File: src/rtl/rf_stream_pkg.sv
// Shared constants for the RF stream reader.
//   - FSM state encodings (IDLE / RUN / FLUSH), 2 bits wide.
//   - Output buffer depth and the width of its occupancy counter.
package rf_stream_pkg;

  localparam logic [1:0] StIdle  = 2'd0;
  localparam logic [1:0] StRun   = 2'd1;
  localparam logic [1:0] StFlush = 2'd2;

  localparam int unsigned BufDepth = 2;
  localparam int unsigned BufCntW  = 2;  // holds 0..BufDepth

endpackage

File: src/rtl/rf_stream_reader_if.sv
// Bundle of the reader's command, RF read-port and output-stream signals.
//   master : the reader (consumes commands and RF data, drives the stream)
//   slave  : the environment (issues commands, owns the RF, sinks the stream)
interface rf_stream_reader_if #(
  parameter int unsigned AW = 10,
  parameter int unsigned DW = 8
);

  logic          start;
  logic [AW-1:0] base_addr;
  logic [AW:0]   length;
  logic          busy;
  logic          done;
  logic [AW-1:0] rf_rd_addr;
  logic          rf_rd_me_en;
  logic [DW-1:0] rf_rd_data;
  logic [DW-1:0] out_data;
  logic          out_valid;
  logic          out_ready;

  modport master (
    input  start, base_addr, length, rf_rd_data, out_ready,
    output busy, done, rf_rd_addr, rf_rd_me_en, out_data, out_valid
  );

  modport slave (
    output start, base_addr, length, rf_rd_data, out_ready,
    input  busy, done, rf_rd_addr, rf_rd_me_en, out_data, out_valid
  );

endinterface

File: src/rtl/rf_stream_skid.sv
// Two-entry output FIFO for the RF stream reader.
//   clk, rst            : clock, synchronous active-high reset
//   wr_valid, wr_data   : write side (no backpressure; caller never writes when full)
//   rd_valid, rd_ready  : read-side handshake
//   rd_data             : head entry, stable while rd_valid && !rd_ready
//   count               : current occupancy (0..2)
module rf_stream_skid import rf_stream_pkg::*; #(
  parameter int unsigned DW = 8
) (
  input  logic               clk,
  input  logic               rst,
  input  logic               wr_valid,
  input  logic [DW-1:0]      wr_data,
  output logic               rd_valid,
  input  logic               rd_ready,
  output logic [DW-1:0]      rd_data,
  output logic [BufCntW-1:0] count
);

  logic [DW-1:0]      mem_q [BufDepth];
  // Single-bit pointers: toggling covers both entries of the 2-deep store.
  logic               wr_idx_q;
  logic               rd_idx_q;
  logic [BufCntW-1:0] count_q;
  logic               push;
  logic               pop;

  assign rd_valid = (count_q != '0);
  assign rd_data  = mem_q[rd_idx_q];
  assign count    = count_q;
  assign pop      = rd_valid && rd_ready;
  assign push     = wr_valid && (count_q != BufCntW'(BufDepth));

  always_ff @(posedge clk) begin
    if (rst) begin
      for (int i = 0; i < BufDepth; i++) begin
        mem_q[i] <= '0;
      end
      wr_idx_q <= 1'b0;
      rd_idx_q <= 1'b0;
      count_q  <= '0;
    end else begin
      if (push) begin
        mem_q[wr_idx_q] <= wr_data;
        wr_idx_q        <= ~wr_idx_q;
      end
      if (pop) begin
        rd_idx_q <= ~rd_idx_q;
      end
      count_q <= count_q + BufCntW'(push) - BufCntW'(pop);
    end
  end

endmodule

File: src/rtl/rf_stream_reader.sv
// Streams a burst of RF words out on a valid/ready interface.
//   clk, rst : clock, synchronous active-high reset (wins over start)
//   bus      : command (start/base_addr/length, busy/done), RF read port
//              (rf_rd_addr/rf_rd_me_en/rf_rd_data) and output stream
//              (out_data/out_valid/out_ready)
// A command reads length words from base_addr upward (wrapping modulo 2^AW).
// Reads are credited against a 2-entry output FIFO so it can never overflow.
module rf_stream_reader import rf_stream_pkg::*; #(
  parameter int unsigned AW = 10,
  parameter int unsigned DW = 8
) (
  input logic               clk,
  input logic               rst,
  rf_stream_reader_if.master bus
);

  localparam logic [AW:0] CntOne = (AW+1)'(1);

  logic [1:0]         state_q, state_d;
  logic [AW-1:0]      rd_ptr_q, rd_ptr_d;
  logic [AW-1:0]      last_addr_q, last_addr_d;
  logic [AW:0]        issue_cnt_q, issue_cnt_d;
  logic [AW:0]        beat_cnt_q, beat_cnt_d;
  logic               pend_q;  // a read was issued last cycle; its data is on rf_rd_data
  logic               rd_en;
  logic               beat;
  logic [BufCntW-1:0] buf_count;
  logic [2:0]         used;

  assign beat = bus.out_valid && bus.out_ready;

  // Credit counts the word leaving this cycle as already gone, so a read can
  // be issued into the slot it frees; this is what sustains one word per cycle.
  assign used  = 3'(pend_q) + 3'(buf_count) - 3'(beat);
  assign rd_en = (state_q == StRun) && (issue_cnt_q != '0) && (used < 3'(BufDepth));

  always_comb begin
    state_d     = state_q;
    rd_ptr_d    = rd_ptr_q;
    last_addr_d = last_addr_q;
    issue_cnt_d = issue_cnt_q;
    beat_cnt_d  = beat_cnt_q;
    case (state_q)
      StIdle: begin
        if (bus.start) begin
          rd_ptr_d    = bus.base_addr;
          issue_cnt_d = bus.length;
          beat_cnt_d  = bus.length;
          state_d     = (bus.length == '0) ? StFlush : StRun;
        end
      end
      StRun: begin
        if (rd_en) begin
          rd_ptr_d    = rd_ptr_q + 1'b1;
          issue_cnt_d = issue_cnt_q - CntOne;
          last_addr_d = rd_ptr_q;
        end
        if (beat) begin
          beat_cnt_d = beat_cnt_q - CntOne;
          if (beat_cnt_q == CntOne) begin
            state_d = StFlush;
          end
        end
      end
      StFlush: begin
        state_d = StIdle;
      end
      default: begin
        state_d = StIdle;
      end
    endcase
  end

  always_ff @(posedge clk) begin
    if (rst) begin
      state_q     <= StIdle;
      rd_ptr_q    <= '0;
      last_addr_q <= '0;
      issue_cnt_q <= '0;
      beat_cnt_q  <= '0;
      pend_q      <= 1'b0;
    end else begin
      state_q     <= state_d;
      rd_ptr_q    <= rd_ptr_d;
      last_addr_q <= last_addr_d;
      issue_cnt_q <= issue_cnt_d;
      beat_cnt_q  <= beat_cnt_d;
      pend_q      <= rd_en;
    end
  end

  assign bus.busy        = (state_q != StIdle);
  assign bus.done        = (state_q == StFlush);
  assign bus.rf_rd_me_en = rd_en;
  // Present the live pointer only while reading; otherwise hold the last issued address.
  assign bus.rf_rd_addr  = rd_en ? rd_ptr_q : last_addr_q;

  rf_stream_skid #(
    .DW(DW)
  ) u_skid (
    .clk      (clk),
    .rst      (rst),
    .wr_valid (pend_q),
    .wr_data  (bus.rf_rd_data),
    .rd_valid (bus.out_valid),
    .rd_ready (bus.out_ready),
    .rd_data  (bus.out_data),
    .count    (buf_count)
  );

endmodule

File: src/flat_wrapper.sv
// flat-port wrapper written by rule: the top's interface ports become plain ports
module rf_stream_reader_flat import rf_stream_pkg::*;
#(
  parameter int unsigned AW = 10,
  parameter int unsigned DW = 8
)
  (clk, rst, bus_start, bus_base_addr, bus_length, bus_rf_rd_data, bus_out_ready, bus_busy, bus_done, bus_rf_rd_addr, bus_rf_rd_me_en, bus_out_data, bus_out_valid);
  rf_stream_reader_if #(.AW(AW), .DW(DW)) bus_i ();
  input logic clk;
  input logic rst;
  input wire logic [$bits(bus_i.start)-1:0] bus_start;
  input wire logic [$bits(bus_i.base_addr)-1:0] bus_base_addr;
  input wire logic [$bits(bus_i.length)-1:0] bus_length;
  input wire logic [$bits(bus_i.rf_rd_data)-1:0] bus_rf_rd_data;
  input wire logic [$bits(bus_i.out_ready)-1:0] bus_out_ready;
  output wire logic [$bits(bus_i.busy)-1:0] bus_busy;
  output wire logic [$bits(bus_i.done)-1:0] bus_done;
  output wire logic [$bits(bus_i.rf_rd_addr)-1:0] bus_rf_rd_addr;
  output wire logic [$bits(bus_i.rf_rd_me_en)-1:0] bus_rf_rd_me_en;
  output wire logic [$bits(bus_i.out_data)-1:0] bus_out_data;
  output wire logic [$bits(bus_i.out_valid)-1:0] bus_out_valid;
  assign bus_i.start = bus_start;
  assign bus_i.base_addr = bus_base_addr;
  assign bus_i.length = bus_length;
  assign bus_i.rf_rd_data = bus_rf_rd_data;
  assign bus_i.out_ready = bus_out_ready;
  assign bus_busy = bus_i.busy;
  assign bus_done = bus_i.done;
  assign bus_rf_rd_addr = bus_i.rf_rd_addr;
  assign bus_rf_rd_me_en = bus_i.rf_rd_me_en;
  assign bus_out_data = bus_i.out_data;
  assign bus_out_valid = bus_i.out_valid;
  rf_stream_reader #(.AW(AW), .DW(DW)) u_core (.clk(clk), .rst(rst), .bus(bus_i));
endmodule
File: config.mk
export PLATFORM = sky130hd
export DESIGN_NAME = rf_stream_reader_flat
export DESIGN_NICKNAME = d
export VERILOG_FILES = /design/src/rtl/rf_stream_pkg.sv /design/src/rtl/rf_stream_reader_if.sv /design/src/rtl/rf_stream_skid.sv /design/src/rtl/rf_stream_reader.sv /design/src/flat_wrapper.sv
export SDC_FILE = /design/constraint.sdc
export NUM_CORES = 1
export LEC_CHECK = 0
export BUFFER_PORTS_ARGS = -buffer_cell sky130_fd_sc_hd__buf_4
export CORE_MARGIN = 5
export CORE_UTILIZATION = 57
export DETAILED_ROUTE_END_ITERATION = 8
export GPL_TIMING_DRIVEN = 1
export PLACE_DENSITY = 0.83
export SYNTH_ARGS = -nofsm -noshare
export SYNTH_HDL_FRONTEND = slang
export SYNTH_SLANG_ARGS = --single-unit
File: constraint.sdc
create_clock -name clk -period 3.6 [get_ports clk]
set_clock_uncertainty 0.2 [all_clocks]
set_input_delay 0.36 -clock clk [delete_from_list [all_inputs] [get_ports clk]]
set_output_delay 0.36 -clock clk [all_outputs]
set_load 0.05 [all_outputs]
* Word-level counts from Yosys, hierarchy flattened
Memories as Yosys holds them, arrays and structs flattened. A register that Yosys moved wholly into a read port is not among the register bits.
Cells that the tools add are included.
** Storage, ports and cells
- Register bits after elaboration :: 49
- Bits in latches :: 0
- Bits in writable memories :: 16
- ROM bits :: 0
- Input port bits :: 33
- Logic and storage cells :: 66
- Memories :: 1
** Memories
- u_core.u_skid.mem_q :: words 2, bits a word 8, rd ports 1, clocked after Yosys merged registers in 1, write ports 2, line rf_stream_skid.sv:20 : logic [DW-1:0] mem_q [BufDepth];
** Operators by class
- $add $sub $neg :: 7
- Multiply operators :: 0
- Div/mod/pow operators :: 0
- Magnitude comparators :: 1
- Equal/unequal tests :: 8
- Shift operators :: 0
- Muxes and demuxes :: 24
- Bitwise logic cells :: 2
- Reduce and logical (&&, ||, !) cells :: 14
** Operator list (count)
- case mux 11 bit (2 select lines) :: 2
- two-way mux 11 bit :: 3
- two-way mux 10 bit :: 3
- subtractor 11 x 1 -> 11 bit (second input constant) :: 2
- case mux 10 bit (2 select lines) :: 1
- == test 11 x 1 -> 1 bit (second input constant) :: 1
- zero test 11 bit :: 1
- nonzero test 11 bit :: 1
- adder 10 x 1 -> 10 bit (second input constant) :: 1
- two-way mux 1 bit :: 9
- AND reduction 3 bit :: 3
- two-way mux 2 bit :: 4
- two-way mux 8 bit :: 1
- OR reduction 8 bit :: 1
- != test 2 bit (second input constant) :: 3
- nonzero test 2 bit :: 3
- logical AND 1 bit :: 4
- != test 2 x 1 -> 1 bit (second input constant) :: 2
- case mux 2 bit (2 select lines) :: 1
- adder 1 x 2 -> 3 bit :: 1
- less-than comparator 3 x 2 -> 1 bit (second input constant) :: 1
- subtractor 3 x 1 -> 3 bit :: 1
- adder 2 x 1 -> 2 bit :: 1
- == test 2 x 1 -> 1 bit (second input constant) :: 1
- 4 further kinds :: 5

* Logic depth before layout (Yosys ltp)
Gate-level depths: netlist of run 1.
- Depth after elaboration :: 7
- Depth in mapped cells :: 9
- Gate-level depth less buffers :: 8

* Hierarchy
Synthesis of run 1 repeated with hierarchy kept, for this count alone.
** Unflattened totals
- Cells, all modules :: 401
- Area, all modules :: 3487.1 µm²
** By module, submodules not included
- rf_stream_reader :: times used 1, cells each 325, area each 2532.4 µm², seq. area each 900.9 µm²
- rf_stream_skid :: times used 1, cells each 76, area each 954.7 µm², seq. area each 580.6 µm²

* Least setup slack after synthesis of run 1
No wires, ideal clock.
- Path type :: reg-to-output
- From :: register u_core.u_skid.count_q[1] (netlist: u_core.u_skid.count[1])
- To :: output port bus_rf_rd_addr[0]
- Arrival :: 2515 ps
- Path slack :: 525 ps
- Cell stages (with the launch flop) :: 9
- Buffers on the path :: 1
- Cells stage by stage :: dfxtp_1 > o21ai_0 > nor2_1 > fa_1 > xnor2_1 > nand3_1 > a31oi_2 > buf_6 > mux2_2
** Between the ends
- Cells in the longest elaborated chain, start to end :: 6
- Elaborated cells between the ends (all ways) :: 7
- Those cells by class :: add/sub: 2; order compare: 1; mux: 1; reduce/logical: 3
** RTL lines
- start, declared :: line rf_stream_skid.sv:24 : logic [BufCntW-1:0] count_q;
- start signal, assigned :: line rf_stream_skid.sv:50 : count_q <= count_q + BufCntW'(push) - BufCntW'(pop);
- parallel branches: the longest is 2 deep, another holds adder 1 x 2 -> 3 bit
- subtractor 3 x 1 -> 3 bit (*) :: line rf_stream_reader.sv:34 : assign used = 3'(pend_q) + 3'(buf_count) - 3'(beat);
- less-than comparator 3 x 2 -> 1 bit (*) :: line rf_stream_reader.sv:35 : assign rd_en = (state_q == StRun) && (issue_cnt_q != '0) && (used < 3'(BufDepth));
- logical AND 1 bit (*) :: line rf_stream_reader.sv:35
- two-way mux 10 bit (*) :: line rf_stream_reader.sv:96 : assign bus.rf_rd_addr = rd_en ? rd_ptr_q : last_addr_q;
- end, declared :: line flat_wrapper.sv:18 : output wire logic [$bits(bus_i.rf_rd_addr)-1:0] bus_rf_rd_addr;
Every way passes the cells marked *.

* Worst setup path after layout of run 1
- From :: register u_core.u_skid.count_q[0] (netlist: u_core.u_skid.count[0])
- To :: output port bus_rf_rd_addr[6]
Same word-level chain as after synthesis.

==> flow_metrics.py, run 1 <==
metrics = {
    "synth": {
        "synth_seq_cells": 66,
        "avgSynthCellArea_sq_um": 9.259,
        "synth_warnings": 0,
        "ys_types": 68,
        "yosysSeqAreaShare_pct": 40.00,
        "syn_nets": 440,
        "async_flop_share_pct": 0,
        "synth-main-ff-cell": "dfxtp_1",
        "synth_area_sq_um": 3704,
        "syn_inst": 400,
        "synth_edf_count": 16,
    },
    "power": {
        "p_leak_uw": 0.001726,
        "powerDensity_nw_per_um2": 739.7,
        "peakVddDrop_v": 0.0003945,
    },
    "placement": {
        "hpwl_mm": 6.085,
        "dpl_cell_area_sq_um": 4119,
        "globalplace.congestion": 0.8744,
        "post-place-cells": 511,
        "io_buffers": 54,
    },
    "setup_path": {
        "crit_fanout": 11,
        "path_class": "reg2out",
        "startpoint": "u_core.u_skid.count[0]",
        "arrival_ns": 2.87,
        "r2r_start": "u_core.u_skid.count[0]",
        "start_kind": "register",
        "cp-end-kind": "primary output",
        "required_ns": 3.04,
    },
    "detailed_routing": {
        "drtPass1Iterations": 5,
        "wl_met1_mm": 4.028,
        "wl_met2_mm": 4.383,
        "vias": 3276,
        "first_iter_violations": 201,
        "viasPerCell": 6.216,
        "top_layer": "met4",
        "drt_wl_total_mm": 9.150,
        "route.met3.wl_um": 618,
        "wl_per_cell_um": 17.36,
        "drtAntennaViolNets": 0,
        "route.detailed.drc": 0,
    },
    "clock_network": {
        "insertion_delay_ns": 0.36,
        "cts_tree": "yes",
        "postCtsHoldBufs": 0,
        "path_clk_slew_ns": 0.08,
        "cts_buffers": 9,
        "clockRootBuffer": "clkbuf_8",
        "htree_levels": 3,
        "max-clock-path-buffers": 2,
        "cts.sinks": 66,
    },
    "outcome": {
        "status": "completed",
    },
    "finish": {
        "drive_above_1_share_pct": 24.67,
        "n_antenna_cell": 0,
        "stdcell_area_sq_um": 4357,
        "areaGrowthSynthToFinish_pct": 17.64,
        "final_cell_mix": "buf_4 (60), dfxtp_1 (50), nand2_1 (33)",
        "mostFrequentLayoutCell": "buf_4",
        "final_util_pct": 68.61,
        "nets": 485,
        "fillerInstances": 476,
        "fin_cells": 527,
    },
    "die": {
        "die_area_sq_um": 8209,
        "coreArea_sq_um": 6350,
        "dieWidth_um": 90.61,
        "placementRows": 29,
        "start_util_pct": 58.33,
        "fp.dieH_um": 90.61,
        "io_pins": 55,
    },
    "global_route": {
        "grt_antenna_before_repair": 0,
        "overflow": 0,
        "groute.usage.overall_pct": 22.35,
        "grt_max_degree": 51,
        "grt_pass1_vias": 3211,
        "grt_pass1_wl_mm": 15.24,
    },
    "timing": {
        "layout_min_cycle_time_ns": 3.433,
        "grt_setup_unrepaired": "no",
        "worst_slew_pin_slew_ns": 1.173,
        "slew_viol_final": 0,
        "setup_viol": 0,
        "setup_tns_ns": 0,
        "finalHoldViolCount": 0,
        "max_freq_mhz": 291.3,
        "min_period_over_period_pct": 95.36,
        "max_slew_margin_pct": 20.97,
    },
    "worst_hold_path": {
        "hp-start": "bus_rf_rd_data[5]",
        "hold_class": "in2reg",
    },
    "job": {
        "cap_viol_max_count": 0,
    },
}
==> power breakdown <==
part / total [uW] / switching, uW / internal [uW]
Sequential: 1120 / 192 / 925
Combinational: 1390 / 858 / 529
Clock: 718 / 322 / 396
==> critical path: stages (launching register included) <==
cell and delay (ns):
dfxtp_1 0.38, o21ai_4 0.24, nor2_1 0.09, fa_1 0.41, xnor2_1 0.27, nand3_1 0.14, a31oi_2 0.19, buf_4 0.24
mux2_2 0.37, buf_4 0.19
==> cell families (layout without fill, tap and decap cells) <==
logic type	count (synthesis)	after routing	share of synthesized area (%)
AOI/OAI and AO/OA	111	111	21.42
DFF	66	66	40.00
xor gates and xnor gates	6	6	1.419
muxes	28	28	8.176
and+or+nand+nor	140	140	21.25
adders and majority gates	7	7	2.568
buffers and inverters	42	92	5.169
==> registers in the layout, summed over array words and instances, names as in the netlist, named ones only <==
name	flops
u_core.rd_ptr_q	10
u_core.u_skid.rd_idx_q	1
u_core.state_q	2
u_core.issue_cnt_q	11
u_core.u_skid.wr_idx_q	1
u_core.beat_cnt_q	11
u_core.u_skid.mem_q	16
u_core.pend_q	1
u_core.u_skid.count	2
u_core.last_addr_q	10
==> cell usage after synthesis, types with 9 or more instances <==
| library cell | count | area (sq um) |
|---|---|---|
| nor2_1 | 23 | 86.33 |
| a21oi_1 | 23 | 115.1 |
| nor3_1 | 16 | 80.08 |
| inv_1 | 16 | 60.06 |
| o21ai_0 | 13 | 65.06 |
| dfxtp_1 | 50 | 1001 |
| nand2_1 | 33 | 123.9 |
| o31ai_1 | 9 | 67.56 |
| edfxtp_1 | 16 | 480.5 |
| mux2_2 | 18 | 202.7 |
| clkbuf_1 | 14 | 52.55 |
| mux2i_1 | 10 | 100.1 |
| and2_1 | 22 | 137.6 |
==> per-layer routing <==
layer	vias up	track usage, %
met5	-	0
met4	0	9.181
met3	13	4.750
met2	141	35.47
met1	1535	29.41
li1	1587	-
==> worst paths after layout <==
check | end | slack [ns] | cells after the start
setup / recovery | bus_rf_rd_addr[6] | 0.17 | 9
hold / removal | u_core.u_skid.mem_q[1][5] | 0.08 | 2
setup reg to reg | u_core.issue_cnt_q[9] | 1.04 | 8
hold reg to reg | u_core.last_addr_q[5] | 0.26 | 2
==> metrics by stage <==
step | power (uW) | worst slack (ns) | hold WS, ns
after floorplan | 2178 | 0.5251 | 0.2322
after global placement | 2464 | 0.3769 | 0.2412
after detailed placement | 2490 | 0.2381 | 0.2505
after CTS | 3210 | 0.02002 | 0.07570
after global routing | 3400 | 0.03154 | 0.07753
final | 3222 | 0.1672 | 0.08471
==> repair_timing <==
item | 4_1_cts | 5_1_grt
setup endpoints to repair | 10 | 10
setup buffers | 0 | 0
resized for setup | 1 | 2
pin swaps | 0 | 0
hold endpoints to repair | 0 | 0
==> final cells by class <==
cell class	count	area, sq um	area share (%)
Multi-Input combinational cell	292	2042	46.87
Sequential cell	66	1481	34.00
Timing Repair Buffer	60	450.4	10.34
Clock buffer	9	123.9	2.843
Clock inverter	7	102.6	2.355
Tap cell	77	96.34	2.211
Inverter	16	60.06	1.379
Power figures use the tool's default switching activity.
==> inputs of run 2 (changes only) <==
Settings changed: SYNTH_HIERARCHICAL set to 1.
==> run 2 against run 1 <==
Against the previous run:
- core utilization rose by 1.6 points
- wire length fell by 8.1%
- non-clock buffer count fell by 2
- worst hold slack improved by 0.025 ns
- via count fell by 4.5%
- critical path depth rose by 1
- global-route usage fell by 0.58 points
- synthesized area fell by 5.8%
- flip-flop and latch count did not move
- critical endpoint is now bus_rf_rd_addr[1]
- highest routed layer unchanged
==> flow_metrics.py, run 2 <==
metrics = {
    "outcome": {
        "status": "completed",
    },
    "setup_path": {
        "reg2reg_depth": 10,
        "crit_fanout": 6,
        "r2r_start": "u_core/u_skid/count[0]",
        "r2r_setup_slack_ns": 0.73,
        "arrival_ns": 2.88,
        "required_ns": 3.04,
        "path_class": "reg2out",
        "rr_endpoint": "u_core/rd_ptr_q[4]",
        "start_kind": "register",
        "cp-end-kind": "primary output",
    },
    "global_route": {
        "groute.usage.overall_pct": 21.76,
        "overflow": 0,
        "grt_pass1_wl_mm": 13.54,
        "grt_max_degree": 51,
        "grt_antenna_before_repair": 0,
        "grt_pass1_vias": 3039,
    },
    "timing": {
        "layout_min_cycle_time_ns": 3.440,
        "grt_setup_unrepaired": "no",
        "max_freq_mhz": 290.7,
        "worst_slack_ns": 0.1598,
        "max_slew_margin_pct": 36.77,
        "slew_viol_final": 0,
        "setup_tns_ns": 0,
        "min_period_over_period_pct": 95.56,
        "setup_viol": 0,
        "holdWs_ns": 0.1093,
        "finalHoldViolCount": 0,
        "worst_slew_pin_slew_ns": 0.9484,
    },
    "power": {
        "finalPower_uw": 3076,
        "peakVddDrop_v": 0.0004325,
        "p_leak_uw": 0.001697,
        "powerDensity_nw_per_um2": 739.8,
    },
    "synth": {
        "synth_warnings": 6,
        "syn_inst": 401,
        "async_flop_share_pct": 0,
        "yosysMostFrequentCell": "dfxtp_1",
        "synth_edf_count": 16,
        "avgSynthCellArea_sq_um": 8.696,
        "yosysTopAreaCell": "dfxtp_1",
        "synth_area_sq_um": 3487,
        "syn_nets": 442,
        "synth_seq_cells": 66,
        "synth_commonest_cells": "dfxtp_1 (50), nand2_1 (46), nor2_1 (41)",
        "yosysSeqAreaShare_pct": 42.48,
        "synth_area_leaders": "dfxtp_1 (29%), edfxtp_1 (14%), a21oi_1 (5.2%)",
        "ys_types": 58,
        "synth-main-ff-cell": "dfxtp_1",
        "synth_top_area_share_pct": 28.70,
    },
    "clock_network": {
        "htree_levels": 3,
        "postCtsHoldBufs": 0,
        "path_clk_slew_ns": 0.07,
        "clockRootBuffer": "clkbuf_8",
        "max-clock-path-buffers": 2,
        "cts.sinks": 66,
        "insertion_delay_ns": 0.33,
        "cts_tree": "yes",
        "cts_buffers": 9,
        "cts_setup_buffers": 0,
    },
    "detailed_routing": {
        "drt_wl_total_mm": 8.411,
        "viasPerCell": 5.913,
        "drtAntennaViolNets": 0,
        "drtPass1Iterations": 4,
        "vias": 3128,
        "route.detailed.drc": 0,
        "wl_per_cell_um": 15.90,
        "first_iter_violations": 174,
    },
    "placement": {
        "preCtsSetupSlack_ns": 0.2772,
        "hpwl_mm": 5.723,
        "io_buffers": 54,
        "globalplace.congestion": 0.9328,
    },
    "die": {
        "placementRows": 28,
        "dieWidth_um": 88.22,
        "io_pins": 55,
        "coreArea_sq_um": 5921,
        "start_util_pct": 58.90,
        "fp.dieH_um": 88.22,
        "die_area_sq_um": 7782,
    },
    "worst_hold_path": {
        "hold_depth": 2,
        "hp-start": "bus_start",
        "hold_class": "in2reg",
        "hold_end": "u_core/state_q[0]",
    },
    "finish": {
        "n_antenna_cell": 0,
        "multi_input_area_sq_um": 1909,
        "mostFrequentLayoutCell": "buf_4",
        "final_cell_mix": "buf_4 (58), dfxtp_1 (50), nand2_1 (46)",
        "areaGrowthSynthToFinish_pct": 19.23,
        "regMostFlops": "u_core/u_skid/mem_q",
        "reg_top3": "u_core/u_skid/mem_q x16, u_core/beat_cnt_q x11, u_core/issue_cnt_q x11",
        "nets": 490,
        "drive_above_1_share_pct": 21.15,
        "regArea_sq_um": 1481,
        "largest_register_ffs": 16,
        "fillerInstances": 478,
    },
    "job": {
        "cap_viol_max_count": 0,
    },
}
## run 2: changes by cell type after synthesis, moves of 7 or more
cell,delta
mux2_1,+10
o21ai_0,+11
and2_1,-9
a21oi_1,+13
inv_1,-8
o21ai_1,+8
o311ai_0,-7
mux2i_1,-10
o31ai_1,-9
mux2_2,-10
nor2_1,+18
nand2b_1,+14
nand2_1,+13
## run 2: what timing repair did
| action | 4_1_cts | 5_1_grt |
|---|---|---|
| pin swaps | 0 | 2 |
| hold endpoints to repair | 0 | 0 |
| endpoints found under the setup margin | 10 | 10 |
| gates cloned | 0 | 1 |
| resized for setup | 2 | 4 |
## run 2: worst max-delay path: stages (launching register included)
cell and delay [ns]:
dfxtp_1 0.36, or2_2 0.33, nand2_1 0.12, xnor2_1 0.12, nand2_1 0.08, fa_2 0.36, xnor2_2 0.18, nand3_2 0.12
or2_4 0.30, mux2_1 0.35, buf_4 0.20
## run 2: metrics by stage
stage / std cells / util (%) / instance area, sq um
finish: 529 / 70.22 / 4158
global route: 529 / 70.22 / 4158
CTS: 528 / 69.82 / 4134
detailed placement: 512 / 66.27 / 3924
global placement: 512 / 66.27 / 3924
floorplan: 401 / - / 3487
## run 2: report_power, final
part	internal, uW	switching [uW]	leakage (uW)	total (uW)
registers	906	153	0.000575	1060
logic	528	854	0.00102	1380
clock network	376	259	0.000107	635
## run 2: cell type report
cell class	instances	share of cell area, %
well taps	75	2.257
flip-flops and latches	66	35.63
clock inverters	2	0.8426
repair buffers	58	10.47
multi-input cells	306	45.92
inverters	8	0.7222
clock buffers	14	4.153
## run 2: per-layer routing
metal / wire, um / track usage (%) / vias up
met3: 482 / 5.680 / 8
li1: - / - / 1531
met5: 0 / 0 / -
met4: 76 / 5.907 / 0
met2: 4255 / 37.87 / 92
met1: 3596 / 26.73 / 1497
## run 2: worst max-delay path by stage
| stage | from | endpoint | slack, ns | cells past startpoint |
|---|---|---|---|---|
| 6_report | u_core/u_skid/count[0] | bus_rf_rd_addr[1] | 0.16 | 10 |
| 5_1_grt | u_core/u_skid/count[0] | bus_rf_rd_addr[1] | 0.03 | 10 |
| 4_1_cts | u_core/u_skid/count[0] | bus_rf_rd_addr[1] | 0.07 | 10 |
| 3_5_place_dp | u_core/u_skid/count[0] | bus_rf_rd_addr[1] | 0.28 | 10 |
| 3_3_place_gp | u_core/u_skid/count[0] | bus_rf_rd_addr[0] | 0.39 | 10 |
| 2_1_floorplan | u_core/u_skid/count[1] | bus_rf_rd_addr[0] | 0.29 | 10 |
## run 2: cell families after synthesis
group / count (synthesis) / synth area share, %
flops: 66 / 42.48
simple gates: 166 / 24.61
xor+xnor: 4 / 1.005
mux: 18 / 5.813
buf+inv: 30 / 3.516
fa+ha+maj: 8 / 3.086
compound gates: 109 / 19.48
